`src/rtl/csr_pkg.sv`:
```
// Shared CSR-unit definitions: CSR addresses, CSROp encodings, the
// illegal-instruction cause code and the trap sequencer state type.
// No ports; imported by irq_controller and irq_arbiter.
package csr_pkg;

    localparam logic [11:0] CSR_MIE      = 12'h304;
    localparam logic [11:0] CSR_MTVEC    = 12'h305;
    localparam logic [11:0] CSR_MSCRATCH = 12'h340;
    localparam logic [11:0] CSR_MEPC     = 12'h341;
    localparam logic [11:0] CSR_MCAUSE   = 12'h342;

    localparam logic [2:0] CSR_NONE = 3'b000;
    localparam logic [2:0] CSR_W    = 3'b001;
    localparam logic [2:0] CSR_C    = 3'b010;
    localparam logic [2:0] CSR_S    = 3'b011;
    localparam logic [2:0] CSR_TRAP = 3'b100;

    localparam logic [31:0] MCAUSE_ILLEGAL = 32'h2;

    typedef enum logic {IDLE, HANDLER} irq_state_t;

endpackage

```
`src/rtl/irq_controller_if.sv`:
```
// Core <-> trap sequencer bundle.
//   core side (master) drives: stall_i, exc_i, mret_i, irq_i, mie_i
//   sequencer (slave) drives : csr_op_o, mcause_o, trap_o, ret_o,
//                              irq_ack_o, in_handler_o
interface irq_controller_if #(
    parameter int unsigned IRQ_NUM = 8
);
    logic               stall_i;
    logic               exc_i;
    logic               mret_i;
    logic [IRQ_NUM-1:0] irq_i;
    logic [31:0]        mie_i;
    logic [2:0]         csr_op_o;
    logic [31:0]        mcause_o;
    logic               trap_o;
    logic               ret_o;
    logic [IRQ_NUM-1:0] irq_ack_o;
    logic               in_handler_o;

    modport master (
        output stall_i, exc_i, mret_i, irq_i, mie_i,
        input  csr_op_o, mcause_o, trap_o, ret_o, irq_ack_o, in_handler_o
    );

    modport slave (
        input  stall_i, exc_i, mret_i, irq_i, mie_i,
        output csr_op_o, mcause_o, trap_o, ret_o, irq_ack_o, in_handler_o
    );
endinterface

```
`src/rtl/irq_arbiter.sv`:
```
// Combinational interrupt arbiter.
//   eligible : pending & enabled lines
//   rr_ptr   : round-robin search start (ignored in fixed-priority build)
//   grant    : one-hot winner
//   index    : binary winner
//   valid    : some line is eligible
// Build option: IRQ_RR_ARB_EN selects round-robin search from rr_ptr;
// otherwise the lowest eligible index wins.
module irq_arbiter
    import csr_pkg::*;
#(
    parameter int unsigned IRQ_NUM = 8,
    parameter int unsigned IDX_W   = 3
) (
    input  logic [IRQ_NUM-1:0] eligible,
    input  logic [IDX_W-1:0]   rr_ptr,
    output logic [IRQ_NUM-1:0] grant,
    output logic [IDX_W-1:0]   index,
    output logic               valid
);

    always_comb begin
        logic [IDX_W-1:0] pos;
        grant = '0;
        index = '0;
        valid = 1'b0;
        pos   = '0;
        for (int unsigned k = 0; k < IRQ_NUM; k++) begin
`ifdef IRQ_RR_ARB_EN
            pos = IDX_W'((32'(rr_ptr) + k) % IRQ_NUM);
`else
            pos = IDX_W'(k);
`endif
            // first hit in search order wins
            if (!valid && eligible[pos]) begin
                valid      = 1'b1;
                index      = pos;
                grant[pos] = 1'b1;
            end
        end
    end

`ifndef IRQ_RR_ARB_EN
    logic unused_rr_ptr;
    assign unused_rr_ptr = ^rr_ptr;
`endif

endmodule

```
`src/rtl/irq_controller.sv`:
```
// Trap/interrupt sequencer for the CSR unit.
//   clock, reset : rising-edge clock, synchronous active-high reset
//   bus (slave)  : stall/exception/mret/irq/mie in; CSROp, mcause,
//                  trap/ret PC-mux selects, irq ack, in-handler flag out
// Interrupt lines are edge-detected into pending bits, masked with mie
// and arbitrated; exceptions always win. Trap/ret decisions are Mealy
// (same cycle as the inputs).
// Build option: IRQ_RR_ARB_EN enables round-robin arbitration (rr_ptr).
module irq_controller
    import csr_pkg::*;
#(
    parameter int unsigned IRQ_NUM  = 8,
    parameter logic [31:0] IRQ_BASE = 32'h8000_0010
) (
    input  logic             clock,
    input  logic             reset,
    irq_controller_if.slave  bus
);

    localparam int unsigned IDX_W = (IRQ_NUM > 1) ? $clog2(IRQ_NUM) : 1;

    irq_state_t         state, state_next;
    logic [IRQ_NUM-1:0] irq_q;
    logic [IRQ_NUM-1:0] pending;
    logic [IRQ_NUM-1:0] eligible;
    logic [IRQ_NUM-1:0] grant;
    logic [IDX_W-1:0]   index;
    logic [IDX_W-1:0]   rr_ptr;
    logic               valid;

    // irq_q also samples while reset is held, so a line that is already
    // high when reset releases is not mistaken for a new rising edge.
    always_ff @(posedge clock) begin
        irq_q <= bus.irq_i;
    end

    // A new rising edge takes precedence over a same-cycle ack clear.
    always_ff @(posedge clock) begin
        if (reset) begin
            state   <= IDLE;
            pending <= '0;
        end else begin
            state   <= state_next;
            pending <= (pending & ~bus.irq_ack_o) | (bus.irq_i & ~irq_q);
        end
    end

`ifdef IRQ_RR_ARB_EN
    always_ff @(posedge clock) begin
        if (reset)
            rr_ptr <= '0;
        else if (|bus.irq_ack_o)
            rr_ptr <= (index == IDX_W'(IRQ_NUM - 1)) ? '0 : index + 1'b1;
    end
`else
    assign rr_ptr = '0;
`endif

    assign eligible = pending & bus.mie_i[IRQ_NUM-1:0];

    irq_arbiter #(
        .IRQ_NUM (IRQ_NUM),
        .IDX_W   (IDX_W)
    ) u_arbiter (
        .eligible (eligible),
        .rr_ptr   (rr_ptr),
        .grant    (grant),
        .index    (index),
        .valid    (valid)
    );

    always_comb begin
        state_next    = state;
        bus.trap_o    = 1'b0;
        bus.ret_o     = 1'b0;
        bus.irq_ack_o = '0;
        bus.mcause_o  = '0;
        if (!reset && !bus.stall_i) begin
            if (bus.exc_i) begin
                bus.trap_o   = 1'b1;
                bus.mcause_o = MCAUSE_ILLEGAL;
            end else if (state == IDLE && valid) begin
                bus.trap_o    = 1'b1;
                bus.mcause_o  = IRQ_BASE + 32'(index);
                bus.irq_ack_o = grant;
                state_next    = HANDLER;
            end else if (state == HANDLER && bus.mret_i) begin
                bus.ret_o  = 1'b1;
                state_next = IDLE;
            end
        end
    end

    assign bus.csr_op_o     = bus.trap_o ? CSR_TRAP : CSR_NONE;
    assign bus.in_handler_o = (state == HANDLER);

    logic unused_mie;
    assign unused_mie = ^bus.mie_i[31:IRQ_NUM];

endmodule
```
`src/flat_wrapper.sv`:
```
// flat-port wrapper written by rule: the top's interface ports become plain ports
module irq_controller_flat import csr_pkg::*;
#(
    parameter int unsigned IRQ_NUM  = 8,
    parameter logic [31:0] IRQ_BASE = 32'h8000_0010
)
  (clock, reset, bus_stall_i, bus_exc_i, bus_mret_i, bus_irq_i, bus_mie_i, bus_csr_op_o, bus_mcause_o, bus_trap_o, bus_ret_o, bus_irq_ack_o, bus_in_handler_o);
  irq_controller_if #(.IRQ_NUM(IRQ_NUM)) bus_i ();
  input  logic clock;
  input  logic reset;
  input wire logic [$bits(bus_i.stall_i)-1:0] bus_stall_i;
  input wire logic [$bits(bus_i.exc_i)-1:0] bus_exc_i;
  input wire logic [$bits(bus_i.mret_i)-1:0] bus_mret_i;
  input wire logic [$bits(bus_i.irq_i)-1:0] bus_irq_i;
  input wire logic [$bits(bus_i.mie_i)-1:0] bus_mie_i;
  output wire logic [$bits(bus_i.csr_op_o)-1:0] bus_csr_op_o;
  output wire logic [$bits(bus_i.mcause_o)-1:0] bus_mcause_o;
  output wire logic [$bits(bus_i.trap_o)-1:0] bus_trap_o;
  output wire logic [$bits(bus_i.ret_o)-1:0] bus_ret_o;
  output wire logic [$bits(bus_i.irq_ack_o)-1:0] bus_irq_ack_o;
  output wire logic [$bits(bus_i.in_handler_o)-1:0] bus_in_handler_o;
  assign bus_i.stall_i = bus_stall_i;
  assign bus_i.exc_i = bus_exc_i;
  assign bus_i.mret_i = bus_mret_i;
  assign bus_i.irq_i = bus_irq_i;
  assign bus_i.mie_i = bus_mie_i;
  assign bus_csr_op_o = bus_i.csr_op_o;
  assign bus_mcause_o = bus_i.mcause_o;
  assign bus_trap_o = bus_i.trap_o;
  assign bus_ret_o = bus_i.ret_o;
  assign bus_irq_ack_o = bus_i.irq_ack_o;
  assign bus_in_handler_o = bus_i.in_handler_o;
  irq_controller #(.IRQ_NUM(IRQ_NUM), .IRQ_BASE(IRQ_BASE)) u_core (.clock(clock), .reset(reset), .bus(bus_i));
endmodule
```
`config.mk`:
```
export PLATFORM = sky130hd
export DESIGN_NAME = irq_controller_flat
export DESIGN_NICKNAME = d
export VERILOG_FILES = /design/src/rtl/csr_pkg.sv /design/src/rtl/irq_controller_if.sv /design/src/rtl/irq_arbiter.sv /design/src/rtl/irq_controller.sv /design/src/flat_wrapper.sv
export SDC_FILE = /design/constraint.sdc
export NUM_CORES = 1
export LEC_CHECK = 0
export ABC_AREA = 1
export CAP_MARGIN = 10
export CORE_MARGIN = 5
export CORE_UTILIZATION = 33
export DETAILED_ROUTE_END_ITERATION = 8
export PLACE_DENSITY = 0.82
export RECOVER_POWER = 25
export SLEW_MARGIN = 5
export SYNTH_ARGS = -nofsm -noshare
export SYNTH_HDL_FRONTEND = slang
export SYNTH_HIERARCHICAL = 1
export SYNTH_SLANG_ARGS = --single-unit
```
`constraint.sdc`:
```
create_clock -name clock -period 2.2 [get_ports clock]
set_input_delay 0.55 -clock clock [delete_from_list [all_inputs] [get_ports clock]]
set_output_delay 0.55 -clock clock [all_outputs]
set_load 0.05 [all_outputs]
```
==> results.sh <==
export IMPL_grt_max_degree=12
export IMPL_ff2ff_path_depth=13
export IMPL_worst_setup_path_type="input pin to output port"
export IMPL_wl_per_cell_um=10.42
export IMPL_overflow=0
export IMPL_arrival_ns=1.81
export IMPL_drive_gt1_frac=0.4484
export IMPL_port_buffers=37
export IMPL_clock_path_buffers=2
export IMPL_drc=0
export IMPL_critical_path_buf_inv_count=7
export IMPL_fp_row_count=21
export IMPL_cts_clk_slew_worst_paths_ns=0.09
export IMPL_hpwl_um=2177
export IMPL_maxSlewViolCount=0
export IMPL_grt_first_pass_wirelength_um=4416
export IMPL_worst_setup_path_end_kind="output port"
export IMPL_reg2reg_from="u_core/pending[3]$_SDFF_PP0_"
export IMPL_reg2reg_slack_ns=0.55
export IMPL_synthCells=164
export IMPL_grt_total_usage=0.1094
export IMPL_ant_nets=0
export IMPL_synthSimpleGateAreaFrac=0.2812
export IMPL_grt_pass1_vias=986
export IMPL_violations="negative setup slack"
export IMPL_power_density_nw_per_um2=462.4
export IMPL_first_pass_iters=4
export IMPL_max_stage_delay_ns=0.13
export IMPL_ys_seq_area_frac=0.2897
export IMPL_fin_skew_ns=0.004782
export IMPL_worstPathCellList="buf_6 > nand2_4 > inv_4 > nor2_4 > buf_4 > buf_4 > nand2_4 > nor2_4 > nand4_1 > inv_1 > nand4_1 > inv_2 > buf_12"
export IMPL_critPathLaunchType="input pin"
export IMPL_final_core_util=0.5663
export IMPL_critPathSlowestCell="buf_12"
export IMPL_setup_tns_ns=-1.195
export IMPL_ios=91
export IMPL_synth_distinct_cells=25
export IMPL_cp_top_family="buffers and inverters"
export IMPL_cts_made_buffers=3
export IMPL_clock_latency_ns=0.28
export IMPL_viasPerCell=3.970
export IMPL_hold_viol_final=0
export IMPL_core_um2=3390
export IMPL_fmax_mhz=423.6
export IMPL_routed_wl_um=2804
export IMPL_min_from="u_core/pending[0]$_SDFF_PP0_"
export IMPL_crit_required_ns=1.65
export IMPL_nets=269
export IMPL_drv_cap=0
export IMPL_synth_top_family_by_area="buffers and inverters"
export IMPL_rsz0062_at_grt="true"
export IMPL_synth_compound_area_share=0.07242
export IMPL_place_ws_ns=-0.6053
export IMPL_gp_congestion=0.7565
export IMPL_dieArea_um2=4853
export IMPL_synth_adder_area_share=0
export IMPL_finalWorstSetupSlack_ns=-0.1608
export IMPL_grt_antenna_before_repair=0
export IMPL_clkSinkCount=17
export IMPL_start_util=0.3466
export IMPL_synth_xor_area_share=0
export IMPL_hold_path_class="register to register"
export IMPL_drt_first_iter_violations=29
export IMPL_worstHoldPathCells=2
export IMPL_syn_area_um2=1175
export IMPL_yosys_mux_area_fraction=0
export IMPL_finalSetupViolCount=14
export IMPL_status="complete, but fails checks"
export IMPL_fp_dieW_um=69.67
export IMPL_power_mw=0.8874
export IMPL_hold_end="u_core/pending[0]$_SDFF_PP0_"
export IMPL_synth_seq_cells=17
export IMPL_cts_tree="done"
export IMPL_layout_min_cycle_time_ns=2.361
export IMPL_hold_slack_ns=0.4662
export IMPL_htreeDepth=1
export IMPL_yosys_warnings=6
export IMPL_post_route_period_util=1.073
export IMPL_num_antenna_cells=0
export IMPL_r2r_end="u_core/pending[7]$_SDFF_PP0_"
export IMPL_synth_area_per_cell_um2=7.164
export IMPL_fillers=303
export IMPL_p_leak_nw=1.011
export IMPL_clockRootBuffer="clkbuf_4"
export IMPL_route_vias_total=1068
export IMPL_syn_to_final_growth_pct=63.37
export IMPL_ir_drop_mv=0.2941
export IMPL_crit_fanout=2
export IMPL_die_h_um=69.67
==> cell type report <==
type                    instances  area, um^2  area share
clock buffers                   3       22.52     0.01173
flip-flops and latches         17       349.1      0.1819
well taps                      46       57.56     0.02999
clock inverters                 1       5.005    0.002608
repair buffers                 60       720.7      0.3755
inverters                      37       163.9     0.08540
repair inverters                1       5.005    0.002608
multi-input cells             104       595.6      0.3103
==> synthesized netlist by cell type (all sizes together) <==
library cell	number	area (um^2)
a21oi	9	52.55
buf	34	262.8
bufinv	1	17.52
conb	1	3.750
dfxtp	17	340.3
inv	36	135.1
nand2	32	122.6
nand3	3	32.53
nand3b	1	7.510
nand4	9	56.30
nor2	15	100.1
nor3	1	5.000
o21a	2	22.52
o21ai	2	10.00
or2	1	6.260
==> cell usage in the layout (no fill, tap or decap), types with 2 or more instances in the layout <==
master and n:
conb_1 29, nand2_1 26, buf_4 21, inv_2 18, buf_12 17, inv_1 15, dfxtp_1 12, nand4_1 9
a21oi_1 7, buf_6 6, nor2_4 6, clkdlybuf4s50_1 5, dlygate4sd3_1 4, dlygate4sd2_1 4, nor2_2 4, dfxtp_2 4
nor2_1 4, clkbuf_4 3, nand2_2 3, clkinv_2 2, dlymetal6s2s_1 2, o21a_4 2, nand2_4 2, a21oi_2 2
==> logic make-up (layout without fill, tap and decap cells) <==
family	Yosys count	count (layout)
other cells	1	29
simple gates	62	62
compound gates	13	13
buf+inv	71	102
flops	17	17
==> where the power goes <==
group          total [mW]  internal (mW)  switching [mW]
sequential          0.338          0.327          0.0112
combinational       0.385          0.138           0.247
clock               0.164         0.0675          0.0965
==> through the flow <==
| stage | cell area (um^2) | std cells |
|---|---|---|
| 3_3_place_gp | 1745 | 253 |
| 5_1_grt | 1919 | 269 |
| 4_1_cts | 1847 | 264 |
| 3_5_place_dp | 1745 | 253 |
| 6_report | 1919 | 269 |
| 2_1_floorplan | 1340 | 192 |
==> worst max path at each step <==
stage	startpoint	to	slack, ns	depth (start not counted)
global placement	bus_mie_i[1]	bus_mcause_o[1]	-0.56	12
global route	u_core/pending[3]$_SDFF_PP0_	bus_mcause_o[1]	-0.24	11
CTS	bus_mie_i[0]	bus_mcause_o[1]	-0.20	12
finish	bus_mie_i[3]	bus_irq_ack_o[7]	-0.16	13
detailed placement	bus_mie_i[1]	bus_mcause_o[1]	-0.61	12
floorplan	bus_mie_i[1]	bus_mcause_o[31]	-0.14	11
==> what timing repair did <==
item	CTS	global route
hold buffers	0	0
gates cloned	0	1
buffers inserted	7	4
setup endpoints to repair	16	16
pin swaps	18	17
resized for setup	47	13
endpoints found under the hold margin	0	0
==> per-layer routing <==
layer | vias to the layer above | global-route usage | part of all wire
met4 | 0 | 0.04043 | 0.0096
li1 | 551 | - | -
met3 | 4 | 0.03333 | 0.10
met1 | 466 | 0.1214 | 0.38
met2 | 47 | 0.1949 | 0.50
met5 | - | 0 | 0
==> worst reg2reg max path, stage by stage (launching register included) <==
cell     delay, ns
dfxtp_2       0.35
nand2_4       0.06
inv_4         0.04
nor2_4        0.11
buf_4         0.11
buf_4         0.11
nand2_4       0.06
nor2_4        0.12
nand4_1       0.12
inv_1         0.09
nand4_1       0.12
buf_4         0.16
nand2_1       0.06
a21oi_2       0.05
==> state kept, by name (all words and copies together), names as in the netlist <==
name                     flops
u_core/irq_q                 8
u_core/bus.in_handler_o      1
u_core/pending               8
Power figures use the tool's default switching activity.
